<file path="src/rtl/dfe_comp_pkg.sv">
// Shared types and constants for the compensation-FIR reconfiguration controller.
package dfe_comp_pkg;

  localparam int unsigned W           = 16;
  localparam int unsigned MAX_TAPS    = 22;
  localparam int unsigned CntW        = 5;
  localparam int unsigned DecimSelMax = 4;

  typedef enum logic [1:0] {
    StIdle,
    StFlush,
    StSettle
  } state_e;

  // Compensation FIR length for decimation 2^k: the D=2 variant is one tap shorter.
  function automatic logic [CntW-1:0] ntaps(input logic [2:0] k);
    return (k == 3'd1) ? CntW'(21) : CntW'(22);
  endfunction

endpackage

</file>
<file path="src/rtl/comp_fir_reconfig_ctrl_if.sv">
// Configuration, sample and FIR-side signals of the reconfiguration controller.
interface comp_fir_reconfig_ctrl_if #(
  parameter int unsigned W = dfe_comp_pkg::W
);
  logic                cfg_valid;
  logic                cfg_ready;
  logic [2:0]          cfg_decim_sel;
  logic                cfg_comp_en;
  logic                in_valid;
  logic signed [W-1:0] in_sample;
  logic                fir_in_valid;
  logic signed [W-1:0] fir_in_sample;
  logic [2:0]          fir_decim_sel;
  logic                fir_enable;
  logic                fir_out_valid;
  logic                out_valid;
  logic                busy;
  logic [7:0]          drop_cnt;

  modport master (
    output cfg_valid, cfg_decim_sel, cfg_comp_en, in_valid, in_sample, fir_out_valid,
    input  cfg_ready, fir_in_valid, fir_in_sample, fir_decim_sel, fir_enable, out_valid,
           busy, drop_cnt
  );

  modport slave (
    input  cfg_valid, cfg_decim_sel, cfg_comp_en, in_valid, in_sample, fir_out_valid,
    output cfg_ready, fir_in_valid, fir_in_sample, fir_decim_sel, fir_enable, out_valid,
           busy, drop_cnt
  );
endinterface

</file>
<file path="src/rtl/dfe_load_downcounter.sv">
// Loadable down-counter that saturates at zero; load has priority over decrement.
module dfe_load_downcounter #(
  parameter int unsigned Width = 5
) (
  input  logic             clk_i,
  input  logic             rst_ni,
  input  logic             load_i,
  input  logic [Width-1:0] load_val_i,
  input  logic             dec_i,
  output logic [Width-1:0] cnt_o,
  output logic             zero_o
);

  logic [Width-1:0] cnt_q, cnt_d;

  always_comb begin
    cnt_d = cnt_q;
    if (load_i) begin
      cnt_d = load_val_i;
    end else if (dec_i && (cnt_q != '0)) begin
      cnt_d = cnt_q - Width'(1);
    end
  end

  always_ff @(posedge clk_i or negedge rst_ni) begin
    if (!rst_ni) begin
      cnt_q <= '0;
    end else begin
      cnt_q <= cnt_d;
    end
  end

  assign cnt_o  = cnt_q;
  assign zero_o = (cnt_q == '0);

endmodule

</file>
<file path="src/rtl/comp_fir_reconfig_ctrl.sv">
// Sequences a compensation-FIR reconfiguration: flush the delay line with zeros,
// then mask FIR outputs until the new taps have fully settled.
module comp_fir_reconfig_ctrl
  import dfe_comp_pkg::*;
#(
  parameter int unsigned W        = dfe_comp_pkg::W,
  parameter int unsigned MAX_TAPS = dfe_comp_pkg::MAX_TAPS
) (
  input logic                          clk,
  input logic                          rst_n,
  input logic                          clk_enable,
  comp_fir_reconfig_ctrl_if.slave      bus
);

  localparam logic [CntW-1:0] FlushLoad = CntW'(MAX_TAPS);

  state_e          state_q, state_d;
  logic [2:0]      sel_q, sel_d;
  logic            en_q, en_d;
  logic [7:0]      drop_q, drop_d;

  logic [CntW-1:0] flush_cnt, mask_cnt, mask_load_val;
  logic            flush_zero, mask_zero;
  logic            cfg_ready, accept, bypass;
  logic [2:0]      sel_clamped;
  logic            flush_load, flush_dec, mask_load, mask_dec;
  logic            fir_in_valid;
  logic [W-1:0]    fir_in_sample;

  assign cfg_ready   = (state_q == StIdle);
  assign accept      = clk_enable & bus.cfg_valid & cfg_ready;
  assign sel_clamped = (bus.cfg_decim_sel > 3'(DecimSelMax)) ? 3'(DecimSelMax)
                                                              : bus.cfg_decim_sel;
  assign bypass      = ~bus.cfg_comp_en | (sel_clamped == 3'd0);

  assign flush_load    = accept & ~bypass;
  assign flush_dec     = clk_enable & (state_q == StFlush) & ~flush_zero;
  assign mask_load     = clk_enable & (state_q == StFlush) & (flush_cnt == CntW'(1));
  assign mask_load_val = ntaps(sel_q) - CntW'(1);
  assign mask_dec      = clk_enable & (state_q == StSettle) & bus.fir_out_valid & ~mask_zero;

  dfe_load_downcounter #(
    .Width (CntW)
  ) u_flush_cnt (
    .clk_i      (clk),
    .rst_ni     (rst_n),
    .load_i     (flush_load),
    .load_val_i (FlushLoad),
    .dec_i      (flush_dec),
    .cnt_o      (flush_cnt),
    .zero_o     (flush_zero)
  );

  dfe_load_downcounter #(
    .Width (CntW)
  ) u_mask_cnt (
    .clk_i      (clk),
    .rst_ni     (rst_n),
    .load_i     (mask_load),
    .load_val_i (mask_load_val),
    .dec_i      (mask_dec),
    .cnt_o      (mask_cnt),
    .zero_o     (mask_zero)
  );

  always_comb begin
    state_d       = state_q;
    sel_d         = sel_q;
    en_d          = en_q;
    drop_d        = drop_q;
    fir_in_valid  = bus.in_valid & clk_enable;
    fir_in_sample = bus.in_sample;

    unique case (state_q)
      StIdle: begin
        // A sample coinciding with accept still goes out under the old config.
        if (accept) begin
          sel_d  = sel_clamped;
          en_d   = bus.cfg_comp_en;
          drop_d = '0;
          if (!bypass) begin
            state_d = StFlush;
          end
        end
      end
      StFlush: begin
        fir_in_valid  = clk_enable;
        fir_in_sample = '0;
        if (clk_enable) begin
          if (bus.in_valid && (drop_q != 8'hff)) begin
            drop_d = drop_q + 8'd1;
          end
          if (flush_cnt == CntW'(1)) begin
            state_d = StSettle;
          end
        end
      end
      StSettle: begin
        if (mask_dec && (mask_cnt == CntW'(1))) begin
          state_d = StIdle;
        end
      end
      default: state_d = StIdle;
    endcase
  end

  always_ff @(posedge clk or negedge rst_n) begin
    if (!rst_n) begin
      state_q <= StIdle;
      sel_q   <= '0;
      en_q    <= 1'b0;
      drop_q  <= '0;
    end else begin
      state_q <= state_d;
      sel_q   <= sel_d;
      en_q    <= en_d;
      drop_q  <= drop_d;
    end
  end

  assign bus.cfg_ready     = cfg_ready;
  assign bus.busy          = ~cfg_ready;
  assign bus.fir_in_valid  = fir_in_valid;
  assign bus.fir_in_sample = fir_in_sample;
  assign bus.fir_decim_sel = sel_q;
  assign bus.fir_enable    = en_q;
  assign bus.drop_cnt      = drop_q;
  assign bus.out_valid     = bus.fir_out_valid & clk_enable & mask_zero;

endmodule

</file>
<file path="src/flat_wrapper.sv">
// flat-port wrapper written by rule: the top's interface ports become plain ports
module comp_fir_reconfig_ctrl_flat import dfe_comp_pkg::*;
#(
  parameter int unsigned W        = dfe_comp_pkg::W,
  parameter int unsigned MAX_TAPS = dfe_comp_pkg::MAX_TAPS
)
  (clk, rst_n, clk_enable, bus_cfg_valid, bus_cfg_decim_sel, bus_cfg_comp_en, bus_in_valid, bus_in_sample, bus_fir_out_valid, bus_cfg_ready, bus_fir_in_valid, bus_fir_in_sample, bus_fir_decim_sel, bus_fir_enable, bus_out_valid, bus_busy, bus_drop_cnt);
  comp_fir_reconfig_ctrl_if #(.W(W)) bus_i ();
  input logic clk;
  input logic rst_n;
  input logic clk_enable;
  input wire logic [$bits(bus_i.cfg_valid)-1:0] bus_cfg_valid;
  input wire logic [$bits(bus_i.cfg_decim_sel)-1:0] bus_cfg_decim_sel;
  input wire logic [$bits(bus_i.cfg_comp_en)-1:0] bus_cfg_comp_en;
  input wire logic [$bits(bus_i.in_valid)-1:0] bus_in_valid;
  input wire logic [$bits(bus_i.in_sample)-1:0] bus_in_sample;
  input wire logic [$bits(bus_i.fir_out_valid)-1:0] bus_fir_out_valid;
  output wire logic [$bits(bus_i.cfg_ready)-1:0] bus_cfg_ready;
  output wire logic [$bits(bus_i.fir_in_valid)-1:0] bus_fir_in_valid;
  output wire logic [$bits(bus_i.fir_in_sample)-1:0] bus_fir_in_sample;
  output wire logic [$bits(bus_i.fir_decim_sel)-1:0] bus_fir_decim_sel;
  output wire logic [$bits(bus_i.fir_enable)-1:0] bus_fir_enable;
  output wire logic [$bits(bus_i.out_valid)-1:0] bus_out_valid;
  output wire logic [$bits(bus_i.busy)-1:0] bus_busy;
  output wire logic [$bits(bus_i.drop_cnt)-1:0] bus_drop_cnt;
  assign bus_i.cfg_valid = bus_cfg_valid;
  assign bus_i.cfg_decim_sel = bus_cfg_decim_sel;
  assign bus_i.cfg_comp_en = bus_cfg_comp_en;
  assign bus_i.in_valid = bus_in_valid;
  assign bus_i.in_sample = bus_in_sample;
  assign bus_i.fir_out_valid = bus_fir_out_valid;
  assign bus_cfg_ready = bus_i.cfg_ready;
  assign bus_fir_in_valid = bus_i.fir_in_valid;
  assign bus_fir_in_sample = bus_i.fir_in_sample;
  assign bus_fir_decim_sel = bus_i.fir_decim_sel;
  assign bus_fir_enable = bus_i.fir_enable;
  assign bus_out_valid = bus_i.out_valid;
  assign bus_busy = bus_i.busy;
  assign bus_drop_cnt = bus_i.drop_cnt;
  comp_fir_reconfig_ctrl #(.W(W), .MAX_TAPS(MAX_TAPS)) u_core (.clk(clk), .rst_n(rst_n), .clk_enable(clk_enable), .bus(bus_i));
endmodule
</file>
<file path="config.mk">
export PLATFORM = sky130hd
export DESIGN_NAME = comp_fir_reconfig_ctrl_flat
export DESIGN_NICKNAME = d
export VERILOG_FILES = /design/src/rtl/dfe_comp_pkg.sv /design/src/rtl/comp_fir_reconfig_ctrl_if.sv /design/src/rtl/dfe_load_downcounter.sv /design/src/rtl/comp_fir_reconfig_ctrl.sv /design/src/flat_wrapper.sv
export SDC_FILE = /design/constraint.sdc
export NUM_CORES = 1
export LEC_CHECK = 0
export ABC_CLOCK_PERIOD_IN_PS = 2400
export CORE_MARGIN = 1
export CORE_UTILIZATION = 40
export DETAILED_ROUTE_END_ITERATION = 16
export PLACE_DENSITY = 0.85
export SYNTH_ARGS = -nofsm -noshare
export SYNTH_HDL_FRONTEND = slang
export SYNTH_SLANG_ARGS = --single-unit
export TNS_END_PERCENT = 1
</file>
<file path="constraint.sdc">
create_clock -name clk -period 2.4 [get_ports clk]
set_clock_uncertainty 0.2 [all_clocks]
set_input_delay 0.36 -clock clk [delete_from_list [all_inputs] [get_ports clk]]
set_output_delay 0.36 -clock clk [all_outputs]
set_load 0.005 [all_outputs]
</file>
==> results.cfg, run 1 <==
[floorplanning]
initial_core_util = 0.4238
pin_count = 58
die-width_um = 61.93
die_area_mm2 = 0.003835
core_mm2 = 0.003390
die_y_um = 61.93
rows = 21

[setup_path]
critPathLaunchType = flip-flop
cp.arrival_ns = 1.70
reg2reg_from = u_core.bus.drop_cnt[0]$_DFFE_PN0P_
crit_family = buffers and inverters
slowest_stage = clkdlybuf4s50_1
worst-path-buf-inv = 1
critical_path_class = flip-flop to output port
end_kind = output port
timing.critical_path.cells = and2b_1 -> o21a_1 -> clkdlybuf4s50_1
critPathLaunch = u_core.state_q[1]$_DFFE_PN0P_
crit_path_max_incr_delay_ns = 0.49
crit_fanout = 6
required_ns = 1.84

[pwr]
p_leak_nw = 0.9329
pwr_density_cell_mw_per_mm2 = 906.5
peakVddDrop_mv = 0.4665
p_clk_frac = 0.150
power_switching_uw = 673.8
pwr-share-seq = 0.349
combPwrFrac = 0.502
p_sw_frac = 0.3448
intPower_mw = 1.280

[synthesis]
ys_top_cells_by_area = dfrtp_1, and2_1, ha_1
synth_top_area_frac = 0.4181
synth_ff_type = dfrtp_1
avgSynthCellArea_um2 = 9.208
synth_top_area_cell = dfrtp_1
synth_area_mm2 = 0.001436
synthCells = 156
syn_nets = 189
synth_cell_type_count = 39
synth-seq-area-share = 0.4181
async_flop_share = 1.000
synth_edf_count = 0
ys_seq_elements = 24
yosysWarnings = 0

[cts]
cts_tree = yes
clkSinkCount = 24
root_buffer = clkbuf_4
h-tree-depth = 1
cts_hold_buf = 0
cts_max_path_buffers = 2
cts_buffers = 3
worstSkewPairLatency_ns = 0.32
clk_pin_slew_ns = 0.14

[sta]
slew_violations = 0
fmax_mhz = 443.3
setup_viol = 0
tns_ns = 0
slew_headroom = 0.6302
hold_viol_final = 0
rsz0062_at_grt = false
fin_crit_ns = 2.256
post-route-period-util = 0.9399
tightest_slew_ns = 0.5505

[finish]
drive_gt1_frac = 0.06818
fill_cells = 275
final_nets = 254
post-route-util = 0.6360
area_delta_synth_final_pct = 50.09
fin_cells = 266
n_antenna_cell = 0

[placement]
gp_congestion = 0.7497
io_buffers = 57
dp_cells = 261
dp_hpwl_um = 2712

[routing]
avgRoutedWirePerCell_um = 12.81
wl_um = 3408
drt_iter0_markers = 46
avgViaCountPerCell = 4.996
via_count = 1329
ant_nets = 0
drt_first_pass_iters = 4
drc_errors = 0

[global_route]
grtUsageTotal = 0.1921
grt_max_degree = 25
grt_pass1_wl_um = 5416
overflow = 0
grt_pass1_vias = 1166
antenna_found_initial = 0

[outcome]
status = finished clean

[hold_path]
hold_path.class = input port to asynchronous set/reset pin

[job]
cap_violations = 0
## cells in the mapped netlist (2+ instances only)
cell type  instances
a31oi_1            2
xnor2_1            3
or3_1              2
nor3_1             3
dfrtp_1           24
o21ai_0            7
nor2_1             8
and2_1            19
inv_1              7
nand4_1            2
and3_1             3
a21oi_1            8
o21a_1             2
nand3_1            8
a211oi_1           3
ha_1               7
nand2b_1           5
nand2_1           19
xor2_1             3
mux2i_1            2
## metrics by stage
| step | cell area (µm²) | worst slack (ns) | total power [mW] | hold WS, ns |
|---|---|---|---|---|
| final | 2156 | 0.1442 | 1.954 | 0.1709 |
| after global routing | 2156 | 0.007164 | 2.107 | 0.2025 |
| after CTS | 2137 | 0.06253 | 1.939 | 0.1840 |
| after detailed placement | 2082 | 0.2078 | 1.642 | 0.2744 |
| after global placement | 2082 | 0.2106 | 1.612 | 0.2667 |
| after floorplan | 1436 | 0.5014 | 1.149 | -0.1356 |
## final cells by class
class | count | area, µm² | area share
clock buffer | 3 | 22.52 | 0.01045
clock inverter | 1 | 30.03 | 0.01393
inverter | 7 | 26.28 | 0.01219
multi-input combinational | 122 | 802.0 | 0.3720
sequential | 24 | 601.8 | 0.2792
tap | 46 | 57.56 | 0.02670
timing repair buffer | 63 | 615.6 | 0.2855
## routing by layer
layer | part of all wire | GRT usage | vias to the layer above
met5 | 0 | 0 | -
met2 | 0.49 | 0.3195 | 20
met1 | 0.47 | 0.2620 | 633
met4 | 0.0070 | 0.04762 | 0
li1 | - | - | 672
met3 | 0.028 | 0.03106 | 4
## path summary, 6_finish.rpt
| path | to | cells past startpoint | slack, ns |
|---|---|---|---|
| max | bus_fir_in_valid | 3 | 0.14 |
| min | u_core.bus.drop_cnt[6]$_DFFE_PN0P_ | 2 | 0.17 |
| max reg2reg | u_core.bus.drop_cnt[7]$_DFFE_PN0P_ | 5 | 0.30 |
| min reg2reg | u_core.bus.fir_enable$_DFFE_PN0P_ | 2 | 0.30 |
| max in group asynchronous | u_core.u_mask_cnt.cnt_o[0]$_DFFE_PN0P_ | 2 | 1.56 |
| min in group clk | u_core.bus.fir_enable$_DFFE_PN0P_ | 2 | 0.30 |
## state kept, by name, indices dropped and copies added (netlist names)
| signal | flops |
|---|---|
| u_core.bus.fir_decim_sel | 3 |
| u_core.bus.drop_cnt | 8 |
| u_core.bus.fir_enable | 1 |
| u_core.state_q | 2 |
| u_core.u_mask_cnt.cnt_o | 5 |
| u_core.u_flush_cnt.cnt_o | 5 |
## cells by family after synthesis
logic type / count (synthesis) / share of synthesized area
and+or+nand+nor: 78 / 0.2970
AOI/OAI and AO/OA: 29 / 0.1411
DFF: 24 / 0.4181
buffers and inverters: 10 / 0.03223
adders and majority gates: 7 / 0.06097
xor gates and xnor gates: 6 / 0.03659
muxes: 2 / 0.01394
## power by group through the flow
stage | registers (mW) | logic [mW] | clock network [mW]
after floorplan | 0.655 | 0.495 | 0
after CTS | 0.674 | 0.970 | 0.295
after global placement | 0.675 | 0.936 | 0
final | 0.681 | 0.980 | 0.293
after detailed placement | 0.679 | 0.962 | 0
after global routing | 0.697 | 1.10 | 0.314
## repair_timing
action,CTS,global route
pin swaps,0,0
buffers inserted,0,1
resized for setup,1,3
setup endpoints to repair,16,16
## cells in the final DEF (no fill, tap or decap), types with 2 or more instances in the layout
master,n
o21ai_0,7
a31oi_1,2
nand3_1,8
and2_1,19
or3_1,2
mux2i_1,2
clkbuf_4,3
ha_1,7
o21a_1,2
inv_1,7
a21oi_1,8
nand4_1,2
and3_1,3
dfrtp_1,23
nor3_1,2
nand2b_1,4
a211oi_1,3
xnor2_1,3
nor2_1,8
clkdlybuf4s50_1,57
buf_4,6
xor2_1,3
nand2_1,19
Power figures use the tool's default switching activity.
==> run 2, diff against run 1 <==
--- a/config.mk
+++ b/config.mk
@@ -8,6 +8,7 @@
 export ABC_CLOCK_PERIOD_IN_PS = 2400
 export CORE_MARGIN = 1
 export CORE_UTILIZATION = 40
+export CTS_BUF_LIST = sky130_fd_sc_hd__clkbuf_4
 export DETAILED_ROUTE_END_ITERATION = 16
 export PLACE_DENSITY = 0.85
 export SYNTH_ARGS = -nofsm -noshare
==> results of run 2 <==
The final DEF is identical to that of run 1; final timing and power are the same.
